### src/rtl/lab2_pkg.sv
// lab2_pkg: shared types and constants for the operand sequencer.
//   state_t  : sequencer FSM state encoding
//   ASCII    : command-framing characters and printable range bounds
//   is_print : true for bytes in the printable ASCII range
package lab2_pkg;

    typedef enum logic [2:0] {
        IDLE,
        GET_OP,
        GET_R2,
        GET_EQ,
        START,
        WAIT_RDY,
        SEND_RES,
        SEND_EOL
    } state_t;

    localparam logic [7:0] PLUS     = 8'h2B;
    localparam logic [7:0] MINUS    = 8'h2D;
    localparam logic [7:0] EQ       = 8'h3D;
    localparam logic [7:0] CR       = 8'h0D;
    localparam logic [7:0] ESC      = 8'h1B;
    localparam logic [7:0] QMARK    = 8'h3F;
    localparam logic [7:0] PRINT_LO = 8'h20;
    localparam logic [7:0] PRINT_HI = 8'h7E;

    function automatic logic is_print(input logic [7:0] b);
        return (b >= PRINT_LO) && (b <= PRINT_HI);
    endfunction

endpackage

### src/rtl/lab2_timeout_ctr.sv
// lab2_timeout_ctr: up-counter that flags when the adder has been waited on
// for TIMEOUT_CYC cycles.
//   clk     : system clock
//   Gl_rst  : synchronous active-high reset
//   clr     : zero the count (held while not waiting)
//   en      : count this cycle
//   expired : count has reached TIMEOUT_CYC-1
module lab2_timeout_ctr #(
    parameter int TIMEOUT_CYC = 16
) (
    input  logic clk,
    input  logic Gl_rst,
    input  logic clr,
    input  logic en,
    output logic expired
);
    import lab2_pkg::*;

    localparam int CW = (TIMEOUT_CYC > 1) ? $clog2(TIMEOUT_CYC) : 1;

    logic [CW-1:0] count;

    assign expired = (count == CW'(TIMEOUT_CYC - 1));

    // Saturate at the terminal value so the counter never wraps back to zero.
    always_ff @(posedge clk) begin
        if (Gl_rst) begin
            count <= '0;
        end else if (clr) begin
            count <= '0;
        end else if (en && !expired) begin
            count <= count + CW'(1);
        end
    end

endmodule

### src/rtl/lab2_operand_sequencer.sv
// lab2_operand_sequencer: parses "<r1><op><r2><term>" from a UART byte
// stream, launches the adder, and returns "<result>\r" to the transmitter.
//   clk, Gl_rst                 : clock, synchronous active-high reset
//   rx_data, rx_valid           : received byte and its one-cycle strobe
//   Gl_r1, Gl_r2, Gl_subtract   : operands and operation for the adder
//   Gl_adder_start              : one-cycle launch pulse
//   L2_adder_data, L2_adder_rdy : adder result and its one-cycle strobe
//   tx_data, tx_valid, tx_ready : valid/ready byte stream to the transmitter
//   seq_err                     : one-cycle pulse on parse error/timeout/overrun
//   seq_busy                    : high whenever not IDLE
//
// state    | meaning
// IDLE     | waiting for a printable first operand
// GET_OP   | waiting for '+' or '-'
// GET_R2   | waiting for a printable second operand
// GET_EQ   | waiting for '=' or CR
// START    | pulse Gl_adder_start
// WAIT_RDY | waiting for the adder, with timeout
// SEND_RES | offering the result byte
// SEND_EOL | offering the trailing CR
module lab2_operand_sequencer #(
    parameter int TIMEOUT_CYC = 16
) (
    input  logic       clk,
    input  logic       Gl_rst,
    input  logic [7:0] rx_data,
    input  logic       rx_valid,
    output logic [7:0] Gl_r1,
    output logic [7:0] Gl_r2,
    output logic       Gl_subtract,
    output logic       Gl_adder_start,
    input  logic [7:0] L2_adder_data,
    input  logic       L2_adder_rdy,
    output logic [7:0] tx_data,
    output logic       tx_valid,
    input  logic       tx_ready,
    output logic       seq_err,
    output logic       seq_busy
);
    import lab2_pkg::*;

    state_t     state_q, state_d;
    logic [7:0] r1_q, r1_d;
    logic [7:0] r2_q, r2_d;
    logic       sub_q, sub_d;
    logic [7:0] result_q, result_d;
    logic       err_q, err_d;
    logic       expired;

    lab2_timeout_ctr #(
        .TIMEOUT_CYC(TIMEOUT_CYC)
    ) u_timeout (
        .clk    (clk),
        .Gl_rst (Gl_rst),
        .clr    (state_q != WAIT_RDY),
        .en     (state_q == WAIT_RDY),
        .expired(expired)
    );

    always_ff @(posedge clk) begin
        if (Gl_rst) begin
            state_q  <= IDLE;
            r1_q     <= '0;
            r2_q     <= '0;
            sub_q    <= 1'b0;
            result_q <= '0;
            err_q    <= 1'b0;
        end else begin
            state_q  <= state_d;
            r1_q     <= r1_d;
            r2_q     <= r2_d;
            sub_q    <= sub_d;
            result_q <= result_d;
            err_q    <= err_d;
        end
    end

    always_comb begin
        state_d  = state_q;
        r1_d     = r1_q;
        r2_d     = r2_q;
        sub_d    = sub_q;
        result_d = result_q;
        err_d    = 1'b0;
        case (state_q)
            IDLE: begin
                if (rx_valid && is_print(rx_data)) begin
                    r1_d    = rx_data;
                    state_d = GET_OP;
                end
            end
            GET_OP: begin
                if (rx_valid) begin
                    if (rx_data == ESC) begin
                        state_d = IDLE;
                    end else if (rx_data == PLUS) begin
                        sub_d   = 1'b0;
                        state_d = GET_R2;
                    end else if (rx_data == MINUS) begin
                        sub_d   = 1'b1;
                        state_d = GET_R2;
                    end else begin
                        err_d   = 1'b1;
                        state_d = IDLE;
                    end
                end
            end
            GET_R2: begin
                if (rx_valid) begin
                    if (rx_data == ESC) begin
                        state_d = IDLE;
                    end else if (is_print(rx_data)) begin
                        r2_d    = rx_data;
                        state_d = GET_EQ;
                    end else begin
                        err_d   = 1'b1;
                        state_d = IDLE;
                    end
                end
            end
            GET_EQ: begin
                if (rx_valid) begin
                    if (rx_data == ESC) begin
                        state_d = IDLE;
                    end else if (rx_data == EQ || rx_data == CR) begin
                        state_d = START;
                    end else begin
                        err_d   = 1'b1;
                        state_d = IDLE;
                    end
                end
            end
            START: begin
                err_d   = rx_valid;
                state_d = WAIT_RDY;
            end
            WAIT_RDY: begin
                err_d = rx_valid;
                // A ready arriving on the terminal count still wins.
                if (L2_adder_rdy) begin
                    result_d = L2_adder_data;
                    state_d  = SEND_RES;
                end else if (expired) begin
                    result_d = QMARK;
                    err_d    = 1'b1;
                    state_d  = SEND_RES;
                end
            end
            SEND_RES: begin
                err_d = rx_valid;
                if (tx_ready) begin
                    state_d = SEND_EOL;
                end
            end
            SEND_EOL: begin
                err_d = rx_valid;
                if (tx_ready) begin
                    state_d = IDLE;
                end
            end
            default: state_d = IDLE;
        endcase
    end

    assign Gl_r1          = r1_q;
    assign Gl_r2          = r2_q;
    assign Gl_subtract    = sub_q;
    assign Gl_adder_start = (state_q == START);
    assign tx_valid       = (state_q == SEND_RES) || (state_q == SEND_EOL);
    assign tx_data        = (state_q == SEND_RES) ? result_q :
                            (state_q == SEND_EOL) ? CR : 8'h00;
    assign seq_err        = err_q;
    assign seq_busy       = (state_q != IDLE);

endmodule

### config.mk
export PLATFORM = sky130hd
export DESIGN_NAME = lab2_operand_sequencer
export DESIGN_NICKNAME = d
export VERILOG_FILES = /design/src/rtl/lab2_pkg.sv /design/src/rtl/lab2_timeout_ctr.sv /design/src/rtl/lab2_operand_sequencer.sv
export SDC_FILE = /design/constraint.sdc
export NUM_CORES = 1
export LEC_CHECK = 0
export CORE_MARGIN = 2
export CORE_UTILIZATION = 46
export DETAILED_ROUTE_END_ITERATION = 16
export PLACE_DENSITY = 0.88
export SLEW_MARGIN = 40
export SYNTH_ARGS = -nofsm -noshare
export SYNTH_HDL_FRONTEND = slang
export SYNTH_HIERARCHICAL = 1
export SYNTH_SLANG_ARGS = --single-unit
### constraint.sdc
create_clock -name clk -period 1.7 [get_ports clk]
set_input_delay 0.34 -clock clk [delete_from_list [all_inputs] [get_ports clk]]
set_output_delay 0.34 -clock clk [all_outputs]
set_load 0.01 [all_outputs]
==> results.json <==
{
  "status": "completed",
  "r2r_cells": 7,
  "worstMarginPinSlew_ns": 0.3972,
  "regToRegSetupSlack_ns": 0.07,
  "gr-usage-met1_pct": 30.28,
  "grt_pass1_wl_um": 8045,
  "die_width_um": 64.22,
  "synthTopCellsByArea": "dfxtp_1 (40%), a21oi_1 (6.3%), nand3_1 (5.4%)",
  "antenna_found_initial": 0,
  "clk_path_buf_depth": 2,
  "syn_area_per_cell_um2": 8.466,
  "synth_common_cells": "dfxtp_1 (33), a21oi_1 (21), nor2_1 (21), nand3_1 (18), o21ai_0 (14)",
  "met3_usage_pct": 5.458,
  "rsz0062_at_grt": "yes",
  "hold-path-cell-count": 2,
  "fin_crit_ns": 1.629,
  "yosysUniqueCellTypes": 47,
  "synth_flop_cell": "dfxtp_1",
  "netlist.area_leader.share_pct": 39.61,
  "nets": 297,
  "syn_area_um2": 1668,
  "drt_iter0_markers": 108,
  "vias": 1795,
  "clock_latency_ns": 0.34,
  "io_buffers": 49,
  "drc": 0,
  "end_kind": "register",
  "grt.total_usage_pct": 24.83,
  "placed_area_um2": 2386,
  "place.gp.congestion": 0.9272,
  "crit_buf_inv": 1,
  "hold_violations": 0,
  "fin_worst_skew_ns": 0.008244,
  "yosysTopAreaCell": "dfxtp_1",
  "timing.rr.start": "u_timeout/count[1]",
  "max_stage_delay_ns": 0.38,
  "hpwl_um": 3440,
  "row_count": 21,
  "fin_crit_sh_pct": 95.82,
  "maxSlewViolCount": 0,
  "cts-hold-fix-buffers": 0,
  "cts.sinks": 33,
  "p_switching_w": 0.0004030,
  "dieArea_um2": 4124,
  "antenna_left": 0,
  "grt_max_degree": 15,
  "cts_buffers": 5,
  "power_frac_seq_pct": 48.9,
  "critical_path_class": "register to register",
  "crit_arrival_ns": 1.90,
  "ys_ff_latch": 33,
  "final_cells": 322,
  "vias_per_cell": 5.575,
  "grt_remaining_overflow": 0,
  "syn_nets": 219,
  "cp_slowest_cell": "dfxtp_1",
  "p_comb_share_pct": 13.3,
  "critical_path.top_delay_family": "compound AO/OA/AOI/OAI gates",
  "core_area_um2": 3416,
  "antenna_cells": 0,
  "p_clk_share_pct": 37.9,
  "path_max_fanout": 7,
  "place_inst": 313,
  "fmax_mhz": 613.9,
  "slew_headroom_pct": 73.52,
  "p_leak_nw": 0.9544,
  "drtPass1Iterations": 4,
  "p_sw_share_pct": 24.98,
  "crit_path_start_kind": "register",
  "wl_per_cell_um": 14.69,
  "io_pins": 50,
  "area_growth_pct": 48.31,
  "gr-usage-met2_pct": 42.06,
  "p_int_w": 0.001210,
  "synth_edf_count": 0,
  "worstReg2RegEnd": "state_q[1]",
  "final_area_um2": 2474,
  "setup-violations-final": 0,
  "busiest_layer": "met2",
  "die_h_um": 64.22,
  "fillers": 263,
  "drt_wl_total_um": 4729,
  "vdd_drop_max_v": 0.0004766,
  "start_util_pct": 48.83,
  "hp-class": "register to register",
  "syn_inst": 197,
  "synth-async-reset-ratio_pct": 0,
  "critical_path.cell_chain": "ha_1 -> nand3_2 -> inv_4 -> nor4b_2 -> o21a_1 -> a311o_1 -> a21oi_1",
  "cts_tree": "yes",
  "hp-start": "Gl_r2[7]",
  "h-tree-depth": 2,
  "cts_root_buf": "clkbuf_4",
  "hold_end": "Gl_r2[7]",
  "yosysWarnings": 6,
  "seq_area_frac_synth_pct": 39.61,
  "grt_pass1_vias": 1777,
  "path_clk_slew_ns": 0.12,
  "drive_gt1_share_pct": 26.45,
  "powerDensity_nw_per_um2": 652.0,
  "critPathRequiredTime_ns": 1.97,
  "yosysMostFrequentCell": "dfxtp_1",
  "cap_violations": 0
}
==> worst max-delay path by stage <==
stage,from,to,slack [ns],cells past startpoint
3_3_place_gp,rx_data[7],state_q[1],-0.20,5
3_5_place_dp,rx_data[7],state_q[1],-0.26,5
6_report,u_timeout/count[1],state_q[1],0.07,7
5_1_grt,rx_data[7],state_q[1],-0.01,5
4_1_cts,state_q[1],tx_data[6],0.003,4
2_1_floorplan,u_timeout/count[1],state_q[1],0.27,7
==> worst reg2reg max path, stage by stage (launching register included) <==
cell and delay, ns:
dfxtp_1 0.38, ha_1 0.23, nand3_2 0.14, inv_4 0.13, nor4b_2 0.06, o21a_1 0.20, a311o_1 0.28, a21oi_1 0.15
==> cells in the final DEF (no fill, tap or decap), drive strengths merged, types with 2 or more instances in the layout <==
master / count
nand2b: 3
nand2: 13
and2b: 3
o22ai: 6
o21ai: 15
nand3: 19
inv: 6
nor4b: 3
dfxtp: 33
nor2: 21
and2: 6
xor2: 2
nand4: 3
nor3: 4
nand4b: 4
a21oi: 21
o211ai: 4
clkdlybuf4s15: 3
buf: 33
clkbuf: 12
a32oi: 2
clkdlybuf4s50: 38
o21a: 3
==> state kept, by name, indices dropped and copies added (netlist names) <==
signal	count
seq_err	1
Gl_r2	8
Gl_subtract	1
u_timeout/count	4
state_q	3
result_q	8
Gl_r1	8
==> per-stage QoR <==
stage          util, %  setup TNS, ns   power, W  hold slack, ns  setup slack (ns)
2_1_floorplan        -              0  0.0008806          0.4381            0.2687
3_3_place_gp     69.85         -3.246   0.001011          0.4424           -0.2047
3_5_place_dp     69.85         -3.603   0.001014          0.4487           -0.2598
4_1_cts          72.78              0   0.001619          0.4644          0.003125
5_1_grt          72.42       -0.01489   0.001673          0.4784          -0.01489
6_report         72.42              0   0.001613          0.4639           0.07102
==> power groups by stage <==
stage	sequential [W]	clock [W]	combinational, W
CTS	0.000788	0.000621	0.000211
detailed placement	0.000806	0	0.000208
finish	0.000788	0.000611	0.000214
floorplan	0.000807	0	0.0000733
global route	0.000789	0.000653	0.000231
global placement	0.000806	0	0.000206
==> layout make-up <==
type	count	area (um^2)	share of cell area (%)
clock inverter	3	46.29	1.872
timing repair buffer	82	715.7	28.93
sequential	33	668.1	27.01
multi-input combinational	147	923.4	37.33
inverter	6	25.02	1.012
clock buffer	5	37.54	1.517
tap	46	57.56	2.327
==> logic make-up after synthesis <==
| family | share of synthesized area, % |
|---|---|
| flops | 39.61 |
| xor+xnor | 1.050 |
| buf+inv | 6.300 |
| fa+ha+maj | 0.7501 |
| simple gates | 28.66 |
| compound gates | 23.63 |
==> timing repair <==
item | in CTS | in global routing
setup endpoints to repair | 11 | 19
gates resized for setup | 22 | 20
buffers inserted | 1 | 0
==> per-layer routing <==
layer / vias up / part of all wire (%)
met2: 69 / 48
met1: 847 / 44
met5: - / 0
met3: 10 / 5.7
met4: 0 / 2.3
li1: 869 / -
No activity file was read; power rests on OpenSTA's default activity.
